### src/rtl/calc_pkg.sv
// calc_pkg: shared constants for the calculator request sequencer.
//   Command codes (NOP/ADD/SUB/LSH/RSH), response codes and the sequencer
//   FSM state type, plus a helper that says which commands are dispatched.
package calc_pkg;

   localparam logic [3:0] CMD_NOP = 4'd0;
   localparam logic [3:0] CMD_ADD = 4'd1;
   localparam logic [3:0] CMD_SUB = 4'd2;
   localparam logic [3:0] CMD_LSH = 4'd5;
   localparam logic [3:0] CMD_RSH = 4'd6;

   localparam logic [1:0] RESP_NONE = 2'd0;
   localparam logic [1:0] RESP_OK   = 2'd1;
   localparam logic [1:0] RESP_ERR  = 2'd2;
   localparam logic [1:0] RESP_REJ  = 2'd3;  // local reject or timeout

   typedef enum logic [2:0] {
      S_IDLE,
      S_CMD,
      S_OPND,
      S_WAIT,
      S_DONE
   } seq_state_t;

   // Only these commands are sent to a calculator port; anything else is
   // rejected locally without touching the port.
   function automatic logic is_dispatch_cmd(input logic [3:0] cmd);
      return (cmd == CMD_ADD) || (cmd == CMD_SUB) ||
             (cmd == CMD_LSH) || (cmd == CMD_RSH);
   endfunction

endpackage

### src/rtl/calc_seq_fifo.sv
// calc_seq_fifo: transaction queue for the request sequencer.
//   c_clk/reset : clock, async active-low reset (queue empties on reset)
//   push/wr_data: write an entry; ignored while full
//   pop/rd_data : show-ahead head entry; pop ignored while empty
//   full/empty  : occupancy flags
// DEPTH must be a power of two so the pointers wrap naturally.
module calc_seq_fifo
   import calc_pkg::*;
#(
   parameter int WIDTH = 8,
   parameter int DEPTH = 8
) (
   input  logic             c_clk,
   input  logic             reset,
   input  logic             push,
   input  logic [WIDTH-1:0] wr_data,
   input  logic             pop,
   output logic [WIDTH-1:0] rd_data,
   output logic             full,
   output logic             empty
);

   localparam int AW = $clog2(DEPTH);

   logic [WIDTH-1:0] mem [DEPTH];
   logic [AW-1:0]    wr_ptr;
   logic [AW-1:0]    rd_ptr;
   logic [AW:0]      count;
   logic             do_push;
   logic             do_pop;

   assign full    = (count == (AW+1)'(DEPTH));
   assign empty   = (count == '0);
   assign do_push = push && !full;
   assign do_pop  = pop && !empty;
   assign rd_data = mem[rd_ptr];

   always_ff @(posedge c_clk) begin
      if (do_push) mem[wr_ptr] <= wr_data;
   end

   always_ff @(posedge c_clk or negedge reset) begin
      if (!reset) begin
         wr_ptr <= '0;
         rd_ptr <= '0;
         count  <= '0;
      end else begin
         if (do_push) wr_ptr <= wr_ptr + AW'(1);
         if (do_pop)  rd_ptr <= rd_ptr + AW'(1);
         case ({do_push, do_pop})
            2'b10:   count <= count + (AW+1)'(1);
            2'b01:   count <= count - (AW+1)'(1);
            default: count <= count;
         endcase
      end
   end

endmodule

### src/rtl/calc_req_sequencer.sv
// calc_req_sequencer: queues calculator transactions and drives them, one
// at a time, onto NUM_PORTS calculator request ports.
//   c_clk, reset         : clock, async active-low reset
//   tx_*                 : transaction input (valid/ready, cmd, port, op1, op2)
//   req_cmd_out/data_out : flattened per-port request (4 / DATA_W bits each)
//   out_resp/out_data    : flattened per-port calculator response and result
//   rsp_*                : one-cycle completion report (port, code, data)
// Sequence per transaction: IDLE(pop) -> CMD(cmd/op1) -> OPND(0/op2) ->
// WAIT(until response or TIMEOUT) -> DONE(rsp_valid) -> IDLE.
module calc_req_sequencer
   import calc_pkg::*;
#(
   parameter int  NUM_PORTS = 4,
   parameter int  DATA_W    = 32,
   parameter int  DEPTH     = 8,
   parameter int  TIMEOUT   = 64,
   localparam int PORT_W    = (NUM_PORTS > 1) ? $clog2(NUM_PORTS) : 1
) (
   input  logic                          c_clk,
   input  logic                          reset,
   input  logic                          tx_valid,
   output logic                          tx_ready,
   input  logic [3:0]                    tx_cmd,
   input  logic [PORT_W-1:0]             tx_port,
   input  logic [DATA_W-1:0]             tx_op1,
   input  logic [DATA_W-1:0]             tx_op2,
   output logic [NUM_PORTS*4-1:0]        req_cmd_out,
   output logic [NUM_PORTS*DATA_W-1:0]   req_data_out,
   input  logic [NUM_PORTS*2-1:0]        out_resp,
   input  logic [NUM_PORTS*DATA_W-1:0]   out_data,
   output logic                          rsp_valid,
   output logic [PORT_W-1:0]             rsp_port,
   output logic [1:0]                    rsp_code,
   output logic [DATA_W-1:0]             rsp_data
);

   localparam int ENT_W  = 4 + PORT_W + 2*DATA_W;
   localparam int WAIT_W = $clog2(TIMEOUT + 1);

   seq_state_t                        state;
   logic                              fifo_full;
   logic                              fifo_empty;
   logic                              fifo_pop;
   logic [ENT_W-1:0]                  head;
   logic [3:0]                        head_cmd;
   logic [PORT_W-1:0]                 head_port;
   logic [DATA_W-1:0]                 head_op1;
   logic [DATA_W-1:0]                 head_op2;
   logic [PORT_W-1:0]                 cur_port;
   logic [DATA_W-1:0]                 cur_op2;
   logic [3:0]                        drv_cmd;
   logic [DATA_W-1:0]                 drv_data;
   logic [WAIT_W-1:0]                 wait_cnt;
   logic [NUM_PORTS-1:0][1:0]         resp_v;
   logic [NUM_PORTS-1:0][DATA_W-1:0]  data_v;
   logic [1:0]                        tgt_resp;
   logic [DATA_W-1:0]                 tgt_data;

   assign tx_ready = !fifo_full;
   assign fifo_pop = (state == S_IDLE) && !fifo_empty;
   assign {head_cmd, head_port, head_op1, head_op2} = head;

   calc_seq_fifo #(
      .WIDTH (ENT_W),
      .DEPTH (DEPTH)
   ) u_fifo (
      .c_clk   (c_clk),
      .reset   (reset),
      .push    (tx_valid),
      .wr_data ({tx_cmd, tx_port, tx_op1, tx_op2}),
      .pop     (fifo_pop),
      .rd_data (head),
      .full    (fifo_full),
      .empty   (fifo_empty)
   );

   // Only the target port ever sees the drive registers; they hold zero
   // outside CMD/OPND, so every port idles at 0/0.
   for (genvar p = 0; p < NUM_PORTS; p++) begin : g_port
      assign req_cmd_out[4*p +: 4]       = (cur_port == PORT_W'(p)) ? drv_cmd  : 4'd0;
      assign req_data_out[DATA_W*p +: DATA_W] = (cur_port == PORT_W'(p)) ? drv_data : '0;
   end

   assign resp_v   = out_resp;
   assign data_v   = out_data;
   assign tgt_resp = resp_v[cur_port];
   assign tgt_data = data_v[cur_port];

   always_ff @(posedge c_clk or negedge reset) begin
      if (!reset) begin
         state     <= S_IDLE;
         cur_port  <= '0;
         cur_op2   <= '0;
         drv_cmd   <= CMD_NOP;
         drv_data  <= '0;
         wait_cnt  <= '0;
         rsp_valid <= 1'b0;
         rsp_port  <= '0;
         rsp_code  <= RESP_NONE;
         rsp_data  <= '0;
      end else begin
         rsp_valid <= 1'b0;
         case (state)
            S_IDLE: begin
               if (!fifo_empty) begin
                  cur_port <= head_port;
                  cur_op2  <= head_op2;
                  if (is_dispatch_cmd(head_cmd)) begin
                     drv_cmd  <= head_cmd;
                     drv_data <= head_op1;
                     state    <= S_CMD;
                  end else begin
                     rsp_valid <= 1'b1;
                     rsp_port  <= head_port;
                     rsp_code  <= RESP_REJ;
                     rsp_data  <= '0;
                     state     <= S_DONE;
                  end
               end
            end
            S_CMD: begin
               drv_cmd  <= CMD_NOP;
               drv_data <= cur_op2;
               state    <= S_OPND;
            end
            S_OPND: begin
               drv_data <= '0;
               wait_cnt <= '0;
               state    <= S_WAIT;
            end
            S_WAIT: begin
               // A response on the final WAIT cycle still wins over timeout.
               if (tgt_resp != RESP_NONE) begin
                  rsp_valid <= 1'b1;
                  rsp_port  <= cur_port;
                  rsp_code  <= tgt_resp;
                  rsp_data  <= tgt_data;
                  state     <= S_DONE;
               end else if (wait_cnt == WAIT_W'(TIMEOUT - 1)) begin
                  rsp_valid <= 1'b1;
                  rsp_port  <= cur_port;
                  rsp_code  <= RESP_REJ;
                  rsp_data  <= '0;
                  state     <= S_DONE;
               end else begin
                  wait_cnt <= wait_cnt + WAIT_W'(1);
               end
            end
            S_DONE:  state <= S_IDLE;
            default: state <= S_IDLE;
         endcase
      end
   end

endmodule

### config.mk
export PLATFORM = sky130hd
export DESIGN_NAME = calc_req_sequencer
export DESIGN_NICKNAME = d
export VERILOG_FILES = /design/src/rtl/calc_pkg.sv /design/src/rtl/calc_seq_fifo.sv /design/src/rtl/calc_req_sequencer.sv
export SDC_FILE = /design/constraint.sdc
export NUM_CORES = 1
export LEC_CHECK = 0
export BUFFER_PORTS_ARGS = -buffer_cell sky130_fd_sc_hd__buf_2
export CORE_MARGIN = 2
export CORE_UTILIZATION = 50
export CTS_BUF_LIST = sky130_fd_sc_hd__clkbuf_2 sky130_fd_sc_hd__clkbuf_4 sky130_fd_sc_hd__clkbuf_8
export DETAILED_ROUTE_END_ITERATION = 8
export GPL_TIMING_DRIVEN = 0
export PLACE_DENSITY = 0.74
export SLEW_MARGIN = 20
export SYNTH_ARGS = -nofsm -noshare
export SYNTH_HDL_FRONTEND = slang
export SYNTH_HIERARCHICAL = 1
export SYNTH_SLANG_ARGS = --single-unit
### constraint.sdc
create_clock -name c_clk -period 6.3 [get_ports c_clk]
set_clock_uncertainty 0.15 [all_clocks]
set_input_delay 1.26 -clock c_clk [delete_from_list [all_inputs] [get_ports c_clk]]
set_output_delay 1.26 -clock c_clk [all_outputs]
set_load 0.05 [all_outputs]
==> impl_metrics.tcl <==
set metrics [dict create \
    status "finished, final reports clean" \
    cts_made_buffers 110 \
    grt_pass1_wl_um 112000 \
    nets 2194 \
    cts_sinks 687 \
    pwr-share-seq_pct 35.0 \
    drt-total-wl_um 77100 \
    grt_max_degree 92 \
    critPathLaunch "cur_port[1]" \
    grt_usage_pct 26.4 \
    final_util_pct 61.6 \
    yosysSeqAreaShare_pct 70.6 \
    slew_violations 0 \
    critPathLaunchType "register" \
    whs_ns 0.315 \
    power_density_nw_per_um2 524 \
    hold_viol 0 \
    portBuffers 390 \
    synthMuxAreaShare_pct 19.4 \
    pwr-share-clk_pct 22.3 \
    cts_resized 0 \
    start_util_pct 50.4 \
    cts_root_buffer "clkbuf_8" \
    dp_hpwl_um 55100 \
    dieArea_um2 58600 \
    power.internal_w 0.0114 \
    synth_top_area_share_pct 59.4 \
    dr.pass1.iters 5 \
    p_leak_nw 13.0 \
    worst_slack_ns 1.47 \
    avgRoutedWirePerCell_um 27.2 \
    vias_per_cell 5.78 \
    io_pins 391 \
    max-cap-violations 0 \
    seqCellArea_um2 20000 \
    gp_congestion 0.940 \
    insertion_delay_ns 0.69 \
    antenna_found_initial 15 \
    design_area_um2 34600 \
    multi_input_area_um2 7900 \
    fmax_ghz 0.207 \
    p_comb_share_pct 42.7 \
    synth_edf_count 560 \
    post-route-drc-count 0 \
    dp_slack_ns 1.80 \
    drtAntennaViolNets 0 \
    die_w_um 242 \
    cts_max_level 3 \
    synth-seq-cells 687 \
    drive_gt1_share_pct 47.8 \
    synth_area_leaders "edfxtp_1 59%, mux4_2 14%, dfrtp_1 11%" \
    synth_area_leader_cell "edfxtp_1" \
    synth_xor_area_share_pct 0.247 \
    cts_tree "yes" \
    tightest_slew_ns 1.08 \
    path_max_fanout 10 \
    rows 87 \
    dr_total_vias 16400 \
    p_switching_w 0.00677 \
    grt_pass1_vias 17100 \
    crit_required_ns 4.89 \
    min_path_type "in -> async" \
    synth-compound-area-share_pct 3.07 \
    fillers 4007 \
    final.period_utilization_pct 76.7 \
    slew_headroom_pct 27.2 \
    p_sw_share_pct 37.3 \
    post_cts_buffers 0 \
    setup_viol 0 \
    initialDrtViolationCount 1447 \
    synth_top_family_by_area "multiplexers" \
    synth-simple-area-share_pct 4.58 \
    crit_type "reg -> out" \
    cts_hold_buf 0 \
    ys.flop_type "edfxtp_1" \
    cp_data_arrival_time_ns 3.42 \
    synth_nets 1652 \
    core_um2 56200 \
    placed_area_um2 32200 \
    r2r_start "u_fifo/rd_ptr[1]" \
    endpoint_kind "primary output" \
    synth_cell_types 61 \
    ys_warn_count 6 \
    syn_to_final_growth_pct 22.2 \
    min_period_ns 4.83 \
    synthCells 1436 \
    synth_fa_ha_area_share_pct 0.336 \
    clk_pin_slew_worst_paths_ns 0.06 \
    async_flop_share_pct 18.5 \
    vdd_drop_max_v 0.000313 \
    synth_area_um2 28300 \
    grt_overflow 0 \
    die_h_um 242 \
    clock_path_buffers 3 \
    rsz0062_at_grt "false" \
    syn_avg_cell_area_um2 19.7 \
]
[sequential cells by signal, indices dropped and copies added, names as in the netlist]
signal	count
u_fifo/mem	560
cur_op2	32
drv_data	32
rsp_data	32
wait_cnt	7
drv_cmd	4
u_fifo/count	4
state	3
u_fifo/rd_ptr	3
u_fifo/wr_ptr	3
cur_port	2
rsp_code	2
rsp_port	2
rsp_valid	1
[cells in the final DEF, fill, tap and decap left out, types with 6 or more instances in the layout]
master    instances
buf_2           404
dfrtp_1         127
nand2_1          15
nand3_1          11
ha_1              6
and3_1           39
buf_6            17
clkbuf_1         56
clkbuf_4         58
mux2_2          137
xnor2_1           6
and2_1          108
nor2_1            7
edfxtp_1        560
buf_16           23
nor2_4            6
a22o_1           64
inv_1             8
buf_8            11
mux4_2          174
clkinv_1         10
clkbuf_8        123
[worst max-delay path: stages, from the launching register on]
cell	delay, ns
dfrtp_1	0.43
buf_1	0.50
nor2b_2	0.56
clkbuf_1	0.53
and2_1	0.39
buf_2	0.33
[final cells by class]
type / instances / area share (%)
Antenna cell: 5 / 0.0361
Buffer: 91 / 1.38
Clock buffer: 181 / 6.15
Clock inverter: 26 / 0.755
Inverter: 10 / 0.116
Multi-Input combinational cell: 648 / 22.8
Sequential cell: 687 / 57.8
Tap cell: 756 / 2.73
Timing Repair Buffer: 430 / 8.25
[per-layer routing]
layer | vias to the layer above | GRT usage (%) | share of wire, %
met5 | - | 0 | 0.070
met3 | 133 | 6.00 | 8.3
met1 | 8455 | 33.1 | 38
met4 | 8 | 9.79 | 3.4
met2 | 821 | 45.1 | 51
li1 | 6964 | - | -
[through the flow]
stage / instances / power [W] / setup TNS, ns
floorplan: 1436 / 0.0116 / 0
global placement: 2582 / 0.0138 / -1072.84
detailed placement: 2622 / 0.0142 / 0
CTS: 2829 / 0.0183 / 0
global route: 2831 / 0.0189 / 0
finish: 2834 / 0.0181 / 0
[kinds of logic after synthesis]
| group | count (synthesis) |
|---|---|
| AOI/OAI and AO/OA | 102 |
| xor gates and xnor gates | 8 |
| adders and majority gates | 7 |
| buffers and inverters | 101 |
| DFF | 687 |
| muxes | 313 |
| and+or+nand+nor | 218 |
[synthesized netlist by cell type (all sizes together), types with 2 or more instances]
library cell and number:
mux4 174, xor2 2, mux2 138, a22o 64, o32a 2, nand4 2, a22oi 3, nand2 15
a21boi 2, or4b 2, inv 10, nor2 14, nor2b 3, o221a 2, nor3b 3, edfxtp 560
nand3b 2, a21oi 4, and2 108, o21a 2, o211ai 3, or3 3, clkbuf 57, nor3 4
or2 3, xnor2 6, o21ai 4, dfrtp 127, nand3 11, and3 39, nor4 3, buf 34
ha 6, nand2b 4, o2bb2ai 3
[power groups by stage]
stage | sequential, W | clock, W | combinational (W)
2_1_floorplan | 0.00643 | 0 | 0.00521
3_3_place_gp | 0.00651 | 0 | 0.00730
3_5_place_dp | 0.00644 | 0 | 0.00777
4_1_cts | 0.00635 | 0.00411 | 0.00781
5_1_grt | 0.00641 | 0.00434 | 0.00816
6_report | 0.00635 | 0.00404 | 0.00774
[final timing paths]
path	slack, ns	end	cells past startpoint
setup / recovery	1.47	req_data_out[86]	5
hold / removal	0.31	cur_op2[10]	1
setup reg to reg	1.85	drv_data[17]	11
hold reg to reg	0.35	rsp_data[19]	1
max in group asynchronous	4.85	rsp_data[12]	2
min in group c_clk	0.35	rsp_data[19]	1
No activity file was read; power rests on OpenSTA's default activity.
